File: src/rtl/video_pattern_gen.sv
// ---------------------------------------------------------------------------
// video_pattern_gen
// Purpose : free-running video timing generator with built-in test patterns
//           (solid colour, 8 colour bars, grid, checkerboard).
// Ports   :
//   pixel_clk   - pixel clock, rising edge
//   pixel_rst   - asynchronous active-high reset
//   mode        - pattern select: 0 solid, 1 bars, 2 grid, 3 checker
//                 (captured at pixel (0,0) of each frame)
//   solid_rgb   - {R,G,B} colour for mode 0, used pixel by pixel
//   vid_hs/vs   - horizontal / vertical sync, polarity set by HS_POL/VS_POL
//   vid_de      - data enable, high on active pixels
//   vid_rgb     - pixel colour {R,G,B}, zero outside the active area
//   pix_x/pix_y - active pixel coordinate, held outside the active area
//   frame_start - one-cycle pulse coincident with pixel (0,0)
//   frame_cnt   - completed-frame counter, wraps naturally
// All outputs are registered, one cycle after the counter state that
// produced them.
// ---------------------------------------------------------------------------
module video_pattern_gen #(
   parameter int HDISP    = 800,
   parameter int VDISP    = 480,
   parameter int HFP      = 40,
   parameter int HPULSE   = 48,
   parameter int HBP      = 40,
   parameter int VFP      = 13,
   parameter int VPULSE   = 3,
   parameter int VBP      = 29,
   parameter int CW       = 8,
   parameter bit HS_POL   = 1'b0,
   parameter bit VS_POL   = 1'b0,
   parameter int GRID_LOG = 4
) (
   input  logic                       pixel_clk,
   input  logic                       pixel_rst,
   input  logic [1:0]                 mode,
   input  logic [3*CW-1:0]            solid_rgb,
   output logic                       vid_hs,
   output logic                       vid_vs,
   output logic                       vid_de,
   output logic [3*CW-1:0]            vid_rgb,
   output logic [$clog2(HDISP)-1:0]   pix_x,
   output logic [$clog2(VDISP)-1:0]   pix_y,
   output logic                       frame_start,
   output logic [15:0]                frame_cnt
);

   localparam int HTOT = HDISP + HFP + HPULSE + HBP;
   localparam int VTOT = VDISP + VFP + VPULSE + VBP;
   localparam int XW   = $clog2(HDISP);
   localparam int YW   = $clog2(VDISP);
   localparam int HCW  = $clog2(HTOT);
   localparam int VCW  = $clog2(VTOT);

   localparam logic [HCW-1:0] H_ACT    = HCW'(HDISP);
   localparam logic [HCW-1:0] H_SYNC_S = HCW'(HDISP + HFP);
   localparam logic [HCW-1:0] H_SYNC_E = HCW'(HDISP + HFP + HPULSE);
   localparam logic [HCW-1:0] H_LAST   = HCW'(HTOT - 1);
   localparam logic [VCW-1:0] V_ACT    = VCW'(VDISP);
   localparam logic [VCW-1:0] V_SYNC_S = VCW'(VDISP + VFP);
   localparam logic [VCW-1:0] V_SYNC_E = VCW'(VDISP + VFP + VPULSE);
   localparam logic [VCW-1:0] V_LAST   = VCW'(VTOT - 1);

   // Reject geometries the pattern logic cannot represent.
   if (HDISP < 8 || VDISP < 2 || HFP == 0 || HPULSE == 0 || HBP == 0 ||
       VFP == 0 || VPULSE == 0 || VBP == 0) begin : g_bad_timing
      $error("video_pattern_gen: zero timing parameter or HDISP < 8");
   end
   if (GRID_LOG < 1 || GRID_LOG >= XW || GRID_LOG >= YW) begin : g_bad_grid
      $error("video_pattern_gen: GRID_LOG out of range for display size");
   end

   logic [HCW-1:0]  hcnt_q, hcnt_d;
   logic [VCW-1:0]  vcnt_q, vcnt_d;
   logic [1:0]      mode_q, mode_d;
   logic            hs_q, hs_d, vs_q, vs_d, de_q, de_d, fs_q, fs_d;
   logic [3*CW-1:0] rgb_q, rgb_d;
   logic [XW-1:0]   pix_x_q, pix_x_d;
   logic [YW-1:0]   pix_y_q, pix_y_d;
   logic [15:0]     frame_cnt_q, frame_cnt_d;

   logic            h_last, v_last, origin, active, grid_on, checker_on;
   logic [XW-1:0]   x;
   logic [YW-1:0]   y;
   logic [7:1]      bar_ge;
   logic [2:0]      bar_idx;
   logic [2:0]      bar_mask;
   logic [3*CW-1:0] bar_rgb, pat_rgb;

   // Bar b starts at the first x with 8*x >= b*HDISP, i.e. ceil(b*HDISP/8);
   // the bar index is then just the number of boundaries already passed.
   for (genvar gi = 1; gi < 8; gi++) begin : g_bar_bound
      localparam int BND = (gi * HDISP + 7) / 8;
      assign bar_ge[gi] = int'(hcnt_q) >= BND;
   end

   always_comb begin
      bar_idx = '0;
      for (int i = 1; i < 8; i++) begin
         bar_idx = bar_idx + 3'(bar_ge[i]);
      end
   end

   always_comb begin
      h_last = (hcnt_q == H_LAST);
      v_last = (vcnt_q == V_LAST);
      origin = (hcnt_q == '0) && (vcnt_q == '0);
      active = (hcnt_q < H_ACT) && (vcnt_q < V_ACT);
      x      = hcnt_q[XW-1:0];
      y      = vcnt_q[YW-1:0];

      hcnt_d = hcnt_q + HCW'(1);
      vcnt_d = vcnt_q;
      if (h_last) begin
         hcnt_d = '0;
         vcnt_d = v_last ? '0 : vcnt_q + VCW'(1);
      end

      // The mode seen at pixel (0,0) is used immediately and then held.
      mode_d = origin ? mode : mode_q;

      // Colour bars as {R,G,B} on/off masks, white down to black.
      case (bar_idx)
         3'd0:    bar_mask = 3'b111;
         3'd1:    bar_mask = 3'b110;
         3'd2:    bar_mask = 3'b011;
         3'd3:    bar_mask = 3'b010;
         3'd4:    bar_mask = 3'b101;
         3'd5:    bar_mask = 3'b100;
         3'd6:    bar_mask = 3'b001;
         default: bar_mask = 3'b000;
      endcase
      bar_rgb = {{CW{bar_mask[2]}}, {CW{bar_mask[1]}}, {CW{bar_mask[0]}}};

      grid_on    = (x[GRID_LOG-1:0] == '0) || (y[GRID_LOG-1:0] == '0);
      checker_on = x[GRID_LOG] ^ y[GRID_LOG];

      case (mode_d)
         2'd0:    pat_rgb = solid_rgb;
         2'd1:    pat_rgb = bar_rgb;
         2'd2:    pat_rgb = grid_on ? '1 : '0;
         default: pat_rgb = checker_on ? '1 : '0;
      endcase

      de_d        = active;
      rgb_d       = active ? pat_rgb : '0;
      pix_x_d     = active ? x : pix_x_q;
      pix_y_d     = active ? y : pix_y_q;
      hs_d        = (hcnt_q >= H_SYNC_S && hcnt_q < H_SYNC_E) ? HS_POL : ~HS_POL;
      vs_d        = (vcnt_q >= V_SYNC_S && vcnt_q < V_SYNC_E) ? VS_POL : ~VS_POL;
      fs_d        = origin;
      frame_cnt_d = (h_last && v_last) ? frame_cnt_q + 16'd1 : frame_cnt_q;
   end

   always_ff @(posedge pixel_clk or posedge pixel_rst) begin
      if (pixel_rst) begin
         hcnt_q      <= '0;
         vcnt_q      <= '0;
         mode_q      <= '0;
         hs_q        <= ~HS_POL;
         vs_q        <= ~VS_POL;
         de_q        <= 1'b0;
         fs_q        <= 1'b0;
         rgb_q       <= '0;
         pix_x_q     <= '0;
         pix_y_q     <= '0;
         frame_cnt_q <= '0;
      end else begin
         hcnt_q      <= hcnt_d;
         vcnt_q      <= vcnt_d;
         mode_q      <= mode_d;
         hs_q        <= hs_d;
         vs_q        <= vs_d;
         de_q        <= de_d;
         fs_q        <= fs_d;
         rgb_q       <= rgb_d;
         pix_x_q     <= pix_x_d;
         pix_y_q     <= pix_y_d;
         frame_cnt_q <= frame_cnt_d;
      end
   end

   assign vid_hs      = hs_q;
   assign vid_vs      = vs_q;
   assign vid_de      = de_q;
   assign vid_rgb     = rgb_q;
   assign pix_x       = pix_x_q;
   assign pix_y       = pix_y_q;
   assign frame_start = fs_q;
   assign frame_cnt   = frame_cnt_q;

endmodule

File: config.mk
export PLATFORM = sky130hd
export DESIGN_NAME = video_pattern_gen
export DESIGN_NICKNAME = d
export VERILOG_FILES = /design/src/rtl/video_pattern_gen.sv
export SDC_FILE = /design/constraint.sdc
export NUM_CORES = 1
export LEC_CHECK = 0
export BUFFER_PORTS_ARGS = -buffer_cell sky130_fd_sc_hd__buf_2
export CORE_MARGIN = 2
export CORE_UTILIZATION = 56
export DETAILED_ROUTE_END_ITERATION = 7
export HOLD_SLACK_MARGIN = 0.1
export MAX_ROUTING_LAYER = met4
export PLACE_DENSITY = 0.82
export REMOVE_ABC_BUFFERS = 1
export SYNTH_ARGS = -nofsm -noshare
export SYNTH_HDL_FRONTEND = slang
export SYNTH_SLANG_ARGS = --single-unit
File: constraint.sdc
create_clock -name pixel_clk -period 13.7 [get_ports pixel_clk]
set_clock_uncertainty 0.2 [all_clocks]
set_input_delay 0.685 -clock pixel_clk [delete_from_list [all_inputs] [get_ports pixel_clk]]
set_output_delay 0.685 -clock pixel_clk [all_outputs]
set_load 0.01 [all_outputs]
# Word level (Yosys, flattened, before mapping)
# Index checks and enable logic that the tools add are counted.
# classes
add_sub_neg	9
n_lt_le_gt_ge	13
eq_ne	10
mux	10
bitwise	1
n_reduce_logical	12
# ops
op	count
$mux 24	3
$pmux 24 s3	1
$ge 10x9->1 const B	4
$ge 10x10->1 const B	3
$pmux 3 s7	1
$add 10x1->10 const B	2
$eq 10x10->1 const B	2
$logic_not 10->1	2
$lt 10x10->1 const B	2
$lt 10x9->1 const B	2
$mux 10	2
$add 16x1->16 const B	1
$add 3x1->3	4
$ge 10x7->1 const B	1
$ge 10x8->1 const B	1
$eq 3x3->1 const B	3
$logic_not 4->1	2
$eq 3x2->1 const B	2
$logic_and 1x1->1	5
$add 2x1->3	1
$eq 3x1->1 const B	1
$logic_not 3->1	1
$add 1x1->2	1
$eq 2x1->1 const B	1
6 further kinds	7
# word_totals
ff_bits	85
out_inout_bits	63
elab_cells	66

# Longest topological paths before layout
# Gate-level depths: netlist (run 1).
# depth
depth_word	11
mapped_depth	13
mapped_depth_nobuf	11

# Worst setup path after synthesis (run 1)
# No wires, ideal clock.
# synth_timing
kind	flip-flop to flip-flop
from	register hcnt_q[5]
to	register rgb_q[22] (netlist: vid_rgb[22])
setup_ps	138
arrival_time_ps	4291
t_required_ps	13362
slack_ps	9070
stages_incl_launch_ff	14
path_buffers	2
period_less_slack_ps	4630
path_cell_list	dfrtp_1 clkbuf_1 clkbuf_1 or3_1 a311oi_1 fa_1 fa_1 inv_1 fa_1 fa_1 nor2b_1 nor4_1 a21boi_0 o22ai_1
# synth_via
elab_chain_len	11
elab_cells_between_ends	31
classes_between	add/sub: 6; order compare: 8; eq/ne: 8; mux: 4; reduce/logical: 5
# synth_rtl
element	line	text
from (decl)	73	logic [HCW-1:0] hcnt_q, hcnt_d;
from (signal assigned)	169	hcnt_q <= hcnt_d;
$ge 10x7->1 / $ge 10x8->1 (equally long branches)	94	assign bar_ge[gi] = int'(hcnt_q) >= BND;
$add 1x1->2	100	bar_idx = bar_idx + 3'(bar_ge[i]);
$add 2x1->3	100	
$add 3x1->3 (4 in series)	100	
$eq 3x3->1, or another cell as far along	123	case (bar_idx)
$pmux 3 s7	123	
$pmux 24 s3	138	case (mode_d)
$mux 24 *	146	rgb_d = active ? pat_rgb : '0;
net rgb_d[22]	77	logic [3*CW-1:0] rgb_q, rgb_d;
to (signal assigned)	176	rgb_q <= rgb_d;
to (decl)	77	
# Mark *: on every way through the listed nets, which the timed path passes. The rest lies on a longest branch.
# A chain may end at the register's enable or synchronous reset.

# Final worst setup path (run 1)
# layout_timing
from	register hcnt_q[5]
to	register rgb_q[19] (netlist: vid_rgb[19])
# Same word-level chain as after synthesis.

==> qor.csv, run 1 <==
metric,value,unit
fp.dieH,90.3,um
antenna_found_initial,0,
areaGrowthSynthToFinish,17.5,%
ys_top_cells_by_count,"dfrtp_1, nor2_1, a21oi_1, nand2_1, o22ai_1",
h-tree-depth,3,
fmax,0.200,GHz
cts-buffers-inserted,9,
critPathMaxFanout,17,
cts_post_setup_buffers_inserted,0,
crit_type,flop to flop,
critPathBufInv,1,
peakVddDrop,0.0518,mV
p_clk_frac,0.412,
ant_nets,0,
crit_chain,or3_1 > a311oi_1 > fa_1 > fa_1 > inv_1 > fa_1 > fa_1 > nor2b_1 > nor4_1 > a21boi_0 > o22ai_1,
hpwl,5890,um
cts_tree,done,
num_vias,3343,
cp_slowest_cell,nor4_1,
async_flop_share,1.00,
wire_per_inst,15.1,um
rsz0062_at_grt,no,
path_clk_slew,0.09,ns
setup-tns-final,0,ns
cts_sinks,85,
viasPerCell,5.78,
netlist_instances,392,
combPwrFrac,0.055,
start_util,0.575,
globalRouteTotalUtil,0.230,
status,"complete, no violations",
yosys_warnings,0,
p_leak,2.32,nW
internal_power,0.371,mW
synth_flop_cell,dfrtp_1,
synth_top_area_share,0.498,
start_kind,flop,
maxCapViolations,0,
slew_headroom,0.170,
io_pins,91,
synth_largest_area_cell,dfrtp_1,
io_buffers,90,
ys_seq_area_frac,0.510,
period_share,0.366,
clk_latency,0.35,ns
grt_max_degree,86,
ys_types,47,
clk_root_buffer_cell,clkbuf_8,
post-route-util,0.676,
row_count,31,
seqPwrFrac,0.533,
nets,513,
synth_edf_count,0,
first_pass_iters,4,
postSynthAreaPerCell,10.6,um^2
path_common_cell,fa_1,
critPathArrivalTime,5.00,ns
drcViolationCount,0,
synthTopCellsByArea,"dfrtp_1, a21boi_0, mux2_2, o22ai_1, xor2_1",
die_area,8160,um^2
drv_slew,0,
core,7250,um^2
setup.worst_path.end_class,flop,
final-setup-viol-count,0,
drt_iter0_markers,161,
p_total,0.477,mW
cts_hold_buffers,0,
ys_ff_latch,85,
grt_pass1_wl,15000,um
cts_resized,0,
net-switching-power,0.106,mW
required,13.69,ns
die_w,90.3,um
finalCriticalPeriod,5.01,ns
synth_most_common_cell,dfrtp_1,
first_global_vias,3171,
worst_pin_slew,1.24,ns
crit_family,adder cells,
drive_above_1_share,0.278,
hold_viol,0,
gp_congestion,0.850,
max_stage_delay,0.83,ns
cts_buffer_depth,2,
grt.overflow.total,0,
diodes,0,
routed_wl,8700,um
synthesis.area,4170,um^2
powerDensity,97.3,nW/um^2
switching_share,0.222,
min_path_type,flop to flop,
==> sequential cells by signal, indices dropped and copies added (netlist names) <==
signal	flops
vid_rgb	24
frame_cnt	16
hcnt_q	10
pix_x	10
vcnt_q	10
pix_y	9
mode_q	2
frame_start	1
vid_de	1
vid_hs	1
vid_vs	1
==> layout by cell type (no fill, tap or decap), types with 3 or more instances in the layout <==
cell type and n:
and3_1 3, a21oi_1 26, xnor2_1 10, nand2b_1 3, xor2_1 17, inv_1 11
nand3_1 13, nor4_1 6, nor2b_1 7, mux2_2 15, o31ai_1 3, dfrtp_1 83
a21o_1 3, or3_1 3, o22ai_1 26, nand2_1 26, buf_2 90, o21bai_1 3
fa_1 4, and2_1 3, a21boi_0 24, o22a_1 4, nor2_1 27, clkbuf_8 10
o21ai_0 6, ha_1 7, nand4_1 10
==> power by group through the flow <==
| stage | logic (mW) | clock network, mW | registers (mW) |
|---|---|---|---|
| finish | 0.0264 | 0.196 | 0.254 |
| global route | 0.0297 | 0.210 | 0.255 |
| CTS | 0.0266 | 0.200 | 0.254 |
| detailed placement | 0.0265 | 0 | 0.259 |
| global placement | 0.0256 | 0 | 0.259 |
| floorplan | 0.0139 | 0 | 0.261 |
==> metal layers <==
| layer | vias up | routed length [um] | GRT usage |
|---|---|---|---|
| li1 | 1571 | - | - |
| met1 | 1648 | 3990 | 0.313 |
| met2 | 112 | 4110 | 0.352 |
| met3 | 12 | 462 | 0.0334 |
| met4 | 0 | 142 | 0.0923 |
| met5 | - | 0 | - |
==> final cells by class <==
class	count	area [um^2]
clock buffers	11	141
clock inverters	5	83.8
fillers	586	2350
inverters	13	50.0
multi-input cells	273	1910
flip-flops and latches	85	2130
well taps	99	124
repair buffers	92	465
==> path summary, 6_finish.rpt <==
path / start / to / depth (start not counted) / slack, ns
worst max-delay path: hcnt_q[5]$_DFF_PP0_ / vid_rgb[19]$_DFF_PP0_ / 11 / 8.69
max in group asynchronous: pixel_rst / pix_x[0]$_DFFE_PP0P_ / 3 / 12.18
worst min-delay path: frame_cnt[15]$_DFFE_PP0P_ / frame_cnt[15]$_DFFE_PP0P_ / 1 / 0.27
min in group asynchronous: pixel_rst / frame_cnt[15]$_DFFE_PP0P_ / 3 / 0.44
worst min register to register: frame_cnt[15]$_DFFE_PP0P_ / frame_cnt[15]$_DFFE_PP0P_ / 1 / 0.27
worst max register to register: hcnt_q[5]$_DFF_PP0_ / vid_rgb[19]$_DFF_PP0_ / 11 / 8.69
==> cells by family (layout without fill, tap and decap cells) <==
| group | after synthesis | in the layout | share of synthesized area |
|---|---|---|---|
| AO/OA/AOI/OAI | 103 | 103 | 0.162 |
| XOR/XNOR | 27 | 27 | 0.0567 |
| adder cells (fa/ha/maj) | 11 | 11 | 0.0402 |
| buffers and inverters | 34 | 121 | 0.0318 |
| flip-flops | 85 | 85 | 0.510 |
| multiplexers | 17 | 17 | 0.0453 |
| AND/OR/NAND/NOR | 115 | 115 | 0.154 |
==> through the flow <==
step,cells,instance area [um^2],hold WS [ns],worst slack [ns]
after global placement,562,4680,0.251,8.93
after CTS,578,4910,0.269,8.70
after floorplan,371,4090,0.280,9.23
after detailed placement,562,4680,0.253,8.67
after global routing,578,4910,0.275,8.32
final,578,4910,0.266,8.69
Note: power is estimated with default switching activity, not from simulation.
==> run 2: changes to the inputs <==
ABC_AREA = 1   (was unset)
CORE_UTILIZATION = 55   (was 56)
PLACE_DENSITY = 0.8   (was 0.82)
clock period = 4.8 ns   (was 13.7 ns; I/O delays follow)
==> run 2 against run 1 <==
Effect of this change:
- synthesized cell count increased by 31%
- register-to-register slack got worse by 7.9 ns
- critical path depth increased by 4
- largest cell class unchanged
- largest power group unchanged
==> qor.csv, run 2 <==
metric,value,unit
h-tree-depth,3,
synth_top_area_share,0.483,
globalRouteTotalUtil,0.259,
core,7650,um^2
cts_resized,0,
cts_post_setup_buffers_inserted,0,
slew_headroom,0.450,
start_util,0.562,
clk_root_buffer_cell,clkbuf_8,
synth_compound_area_frac,0.0672,
path_clk_slew,0.08,ns
crit_family,adder cells,
yosys_warnings,0,
p_leak,2.69,nW
hold_viol,0,
antenna_found_initial,0,
synthesis.area,4300,um^2
row_count,32,
synth_top_family_by_area,simple AND/OR/NAND/NOR gates,
postSynthAreaPerCell,8.40,um^2
finalCriticalPeriod,4.01,ns
drt_iter0_markers,177,
final-setup-viol-count,0,
ys_seq_area_frac,0.495,
worst_pin_slew,0.824,ns
cts_buffer_depth,2,
yosys-mux-area-fraction,0,
cp_slowest_cell,fa_1,
placed_cell_area,4790,um^2
synthTopCellsByArea,"dfrtp_1, nand2_1, nor2_1, nand3_1, inv_1",
place_ws,0.866,ns
synthAdderAreaFrac,0.0390,
areaGrowthSynthToFinish,22.4,%
grt_pass1_wl,17100,um
gp_congestion,0.926,
nets,666,
peakVddDrop,0.201,mV
fmax,0.249,GHz
synth_most_common_cell,nand2_1,
io_buffers,90,
drcViolationCount,0,
rsz0062_at_grt,no,
min_path_type,flop to flop,
status,"complete, no violations",
yosys.area_share.simple,0.275,
ys_types,37,
period_share,0.836,
post-route-util,0.688,
clk_latency,0.36,ns
drive_above_1_share,0.210,
synth_edf_count,0,
ys_ff_latch,85,
synth_flop_cell,dfrtp_1,
maxCapViolations,0,
first_global_vias,3731,
wire_per_inst,14.1,um
crit_start,hcnt_q[7]$_DFF_PP0_,
p_total,1.35,mW
largest_reg_flops,24,
io_pins,91,
first_pass_iters,5,
min_from,pix_x[8]$_DFFE_PP0P_,
fp.dieH,92.4,um
setup-tns-final,0,ns
die_w,92.4,um
critPathArrivalTime,4.04,ns
final_cell_mix,"nand2_1, buf_2, dfrtp_1",
grt_max_degree,50,
routed_wl,10400,um
start_kind,flop,
ys_top_cells_by_count,"nand2_1, dfrtp_1, nor2_1",
place_inst,691,
layout_commonest_cell,nand2_1,
viasPerCell,5.25,
grt.overflow.total,0,
critPathBufInv,4,
path_common_cell,fa_1,
critPathMaxFanout,8,
hold_ws,0.281,ns
die_area,8540,um^2
cts_sinks,85,
num_vias,3856,
synthXorXnorAreaFrac,0.0428,
r2r-start,hcnt_q[7]$_DFF_PP0_,
powerDensity,258,nW/um^2
hpwl,6790,um
max_stage_delay,0.54,ns
netlist_instances,512,
setup.worst_path.end_class,flop,
finalInstanceArea,5260,um^2
diodes,0,
async_flop_share,1.00,
fin_ws,0.787,ns
cts_tree,done,
ant_nets,0,
cts-buffers-inserted,9,
nFillCells,624,
required,4.82,ns
drv_slew,0,
crit_type,flop to flop,
crit_chain,inv_2 > nor2_1 > inv_1 > nor4_1 > nor3_1 > fa_1 > fa_1 > inv_1 > fa_1 > fa_1 > inv_1 > nand3_1 > nand2_1 > nor2_1 > nor2_1,
fin_cells,734,
synth_largest_area_cell,dfrtp_1,
==> run 2: cell types whose count changed in the layout (fill, tap and decap cells not counted), sizes merged, moves of 20 or more <==
| cell | delta |
|---|---|
| a21boi | -24 |
| nand3 | +35 |
| o21ai | +22 |
| nor2 | +56 |
| nand2 | +83 |
| a21oi | -20 |
| dlygate4sd3 | +27 |
| inv | +53 |
| o22ai | -26 |
==> run 2: what timing repair did <==
item | in CTS | in global routing
endpoints found under the hold margin | 73 | 0
hold buffers | 27 | 0
setup endpoints to repair | 0 | 0
==> run 2: cell type report <==
class	instances	area (um^2)	area share
clock buffers	13	179	0.0340
clock inverters	3	17.5	0.00333
flip-flops and latches	85	2130	0.405
inverters	66	249	0.0473
multi-input cells	346	1820	0.346
repair buffers	119	736	0.140
well taps	102	128	0.0243
==> run 2: cell families after synthesis <==
group	Yosys count
AOI/OAI and AO/OA	48
DFF	85
and+or+nand+nor	266
xor gates and xnor gates	21
buffers and inverters	81
adders and majority gates	11
==> run 2: routing by layer <==
metal  GRT usage  part of all wire  wire length [um]  vias to the layer above
li1            -                 -                 -                     1861
met1       0.327              0.42              4410                     1816
met2       0.419              0.49              5080                      143
met3      0.0431             0.054               556                       36
met4       0.108             0.032               337                        0
met5           -                 0                 0                        -
==> run 2: final timing paths <==
check                      cells past startpoint  slack [ns]                  endpoint
max                                           15        0.79     vid_rgb[21]$_DFF_PP0_
min reg2reg                                    2        0.28      pix_x[8]$_DFFE_PP0P_
max reg2reg                                   15        0.79     vid_rgb[21]$_DFF_PP0_
min in group asynchronous                      3        0.35  frame_cnt[7]$_DFFE_PP0P_
min                                            2        0.28      pix_x[8]$_DFFE_PP0P_
max in group asynchronous                      4        3.05          vid_vs$_DFF_PP1_
==> run 2: report_power, final <==
part	total, mW	switching (mW)	internal [mW]
Combinational	0.122	0.0724	0.0494
Sequential	0.741	0.00641	0.735
Clock	0.492	0.249	0.243
==> run 2: worst register-to-register path, stage by stage (launching register included) <==
cell and delay, ns:
dfrtp_1 0.48, inv_2 0.09, nor2_1 0.20, inv_1 0.09, nor4_1 0.20, nor3_1 0.10, fa_1 0.47, fa_1 0.54
inv_1 0.05, fa_1 0.43, fa_1 0.49, inv_1 0.04, nand3_1 0.06, nand2_1 0.19, nor2_1 0.19, nor2_1 0.06
==> run 3: changes to the inputs <==
ABC_AREA = 0   (was 1)
CORE_UTILIZATION = 54   (was 55)
PLACE_DENSITY = 0.79   (was 0.8)
clock period = 3.8 ns   (was 4.8 ns; I/O delays follow)
==> run 3 against run 2 <==
Effect of this change:
- the flow now finishes with violations (setup timing)
- register-to-register slack lost 1.0 ns
- highest routed layer unchanged
- sequential cell count is the same
- critical endpoint is now vid_rgb[16]$_DFF_PP0_
- maximum frequency shrank 0.79%
- count of clock-buffer cells in the layout grew 1
==> qor.csv, run 3 (synthesized netlist as in run 1, its figures left out) <==
metric,value,unit
core,7610,um^2
cp_slowest_cell,fa_1,
finalCriticalPeriod,4.04,ns
drive_above_1_share,0.313,
grt.overflow.total,0,
gp_congestion,0.821,
critPathMaxFanout,8,
diodes,0,
fmax,0.247,GHz
row_count,32,
maxCapViolations,0,
grt_pass1_wl,15900,um
wire_per_inst,15.5,um
nets,562,
clk_root_buffer_cell,clkbuf_8,
areaGrowthSynthToFinish,28.3,%
min_path_type,primary input to flop,
hold_viol,0,
globalRouteTotalUtil,0.244,
fin_cells,630,
die_area,8450,um^2
critPathArrivalTime,4.03,ns
drv_slew,0,
largest_reg_flops,24,
num_vias,3490,
place_ws,-0.576,ns
worst_pin_slew,1.31,ns
min_from,mode[0],
finalInstanceArea,5360,um^2
placed_cell_area,4850,um^2
h-tree-depth,3,
period_share,1.06,
fin_ws,-0.245,ns
rsz0062_at_grt,yes,
ant_nets,0,
routed_wl,9770,um
drcViolationCount,0,
hpwl,6330,um
setup-tns-final,-1.84,ns
io_buffers,90,
first_pass_iters,4,
final_cell_mix,"buf_2, dfrtp_1, nor2_1",
max_stage_delay,0.54,ns
powerDensity,302,nW/um^2
drt_iter0_markers,146,
crit_start,hcnt_q[4]$_DFF_PP0_,
rr_worst_depth,14,
cts_tree,done,
place_inst,587,
path_clk_slew,0.08,ns
p_leak,2.55,nW
viasPerCell,5.54,
setup.worst_path.end_class,flop,
start_util,0.549,
die_w,91.9,um
cts_buffer_depth,2,
layout_commonest_cell,buf_2,
io_pins,91,
first_global_vias,3407,
cts-buffers-inserted,9,
antenna_found_initial,0,
slew_headroom,0.123,
fp.dieH,91.9,um
start_kind,flop,
path_common_cell,fa_1,
status,"finished, violations left",
grt_max_degree,59,
violations,setup timing,
final-setup-viol-count,8,
peakVddDrop,0.219,mV
min_path_cells,3,
crit_type,flop to flop,
p_total,1.62,mW
crit_chain,buf_6 > o311a_1 > nor4_2 > buf_4 > fa_1 > fa_1 > inv_1 > fa_2 > fa_1 > nor2b_2 > nor4_2 > buf_4 > a21boi_2 > o22ai_1,
clk_latency,0.35,ns
r2r-start,hcnt_q[4]$_DFF_PP0_,
required,3.78,ns
cts_sinks,85,
-- run 3: path summary, 6_finish.rpt --
kind / slack [ns] / end
hold / removal: 0.17 / mode_q[0]$_DFF_PP0_
setup / recovery: -0.24 / vid_rgb[16]$_DFF_PP0_
hold reg to reg: 0.27 / frame_cnt[15]$_DFFE_PP0P_
min in group asynchronous: 0.35 / frame_cnt[15]$_DFFE_PP0P_
setup reg to reg: -0.24 / vid_rgb[16]$_DFF_PP0_
max in group asynchronous: 2.14 / vid_rgb[9]$_DFF_PP0_
-- run 3: where the power goes --
part	leakage, nW	internal (mW)	switching, mW
Clock	0.0905	0.272	0.304
Combinational	1.42	0.0566	0.0659
Sequential	1.03	0.914	0.00406
Total	2.55	1.24	0.374
-- run 3: area by class of cell --
type	instances	area, um^2
clock inverters	2	10.0
clock buffers	14	163
inverters	13	50.0
repair buffers	141	902
well taps	102	128
fillers	558	2250
flip-flops and latches	85	2130
multi-input cells	273	1970
-- run 3: worst max-delay path: cells and delay by family, from the launching register on --
kind,cells,cell delay [ns]
flops,1,0.41
fa+ha+maj,4,1.78
compound gates,3,0.56
buf+inv,4,0.51
simple gates,3,0.42
-- run 3: per-layer routing --
metal,track usage,share of wire
met5,-,0
met4,0.112,0.017
met3,0.0419,0.046
met2,0.385,0.49
met1,0.312,0.45
-- run 3: per-stage QoR --
| step | hold WS [ns] | utilization |
|---|---|---|
| 2_1_floorplan | 0.103 | - |
| 3_3_place_gp | 0.217 | 0.638 |
| 3_5_place_dp | 0.238 | 0.638 |
| 4_1_cts | 0.154 | 0.698 |
| 5_1_grt | 0.196 | 0.704 |
| 6_report | 0.173 | 0.704 |
-- run 3: what timing repair did --
action | in CTS | in global routing
setup buffers | 0 | 1
resized for setup | 13 | 8
endpoints found under the hold margin | 80 | 0
setup endpoints to repair | 24 | 24
hold buffers | 26 | 0
pin swaps | 10 | 6
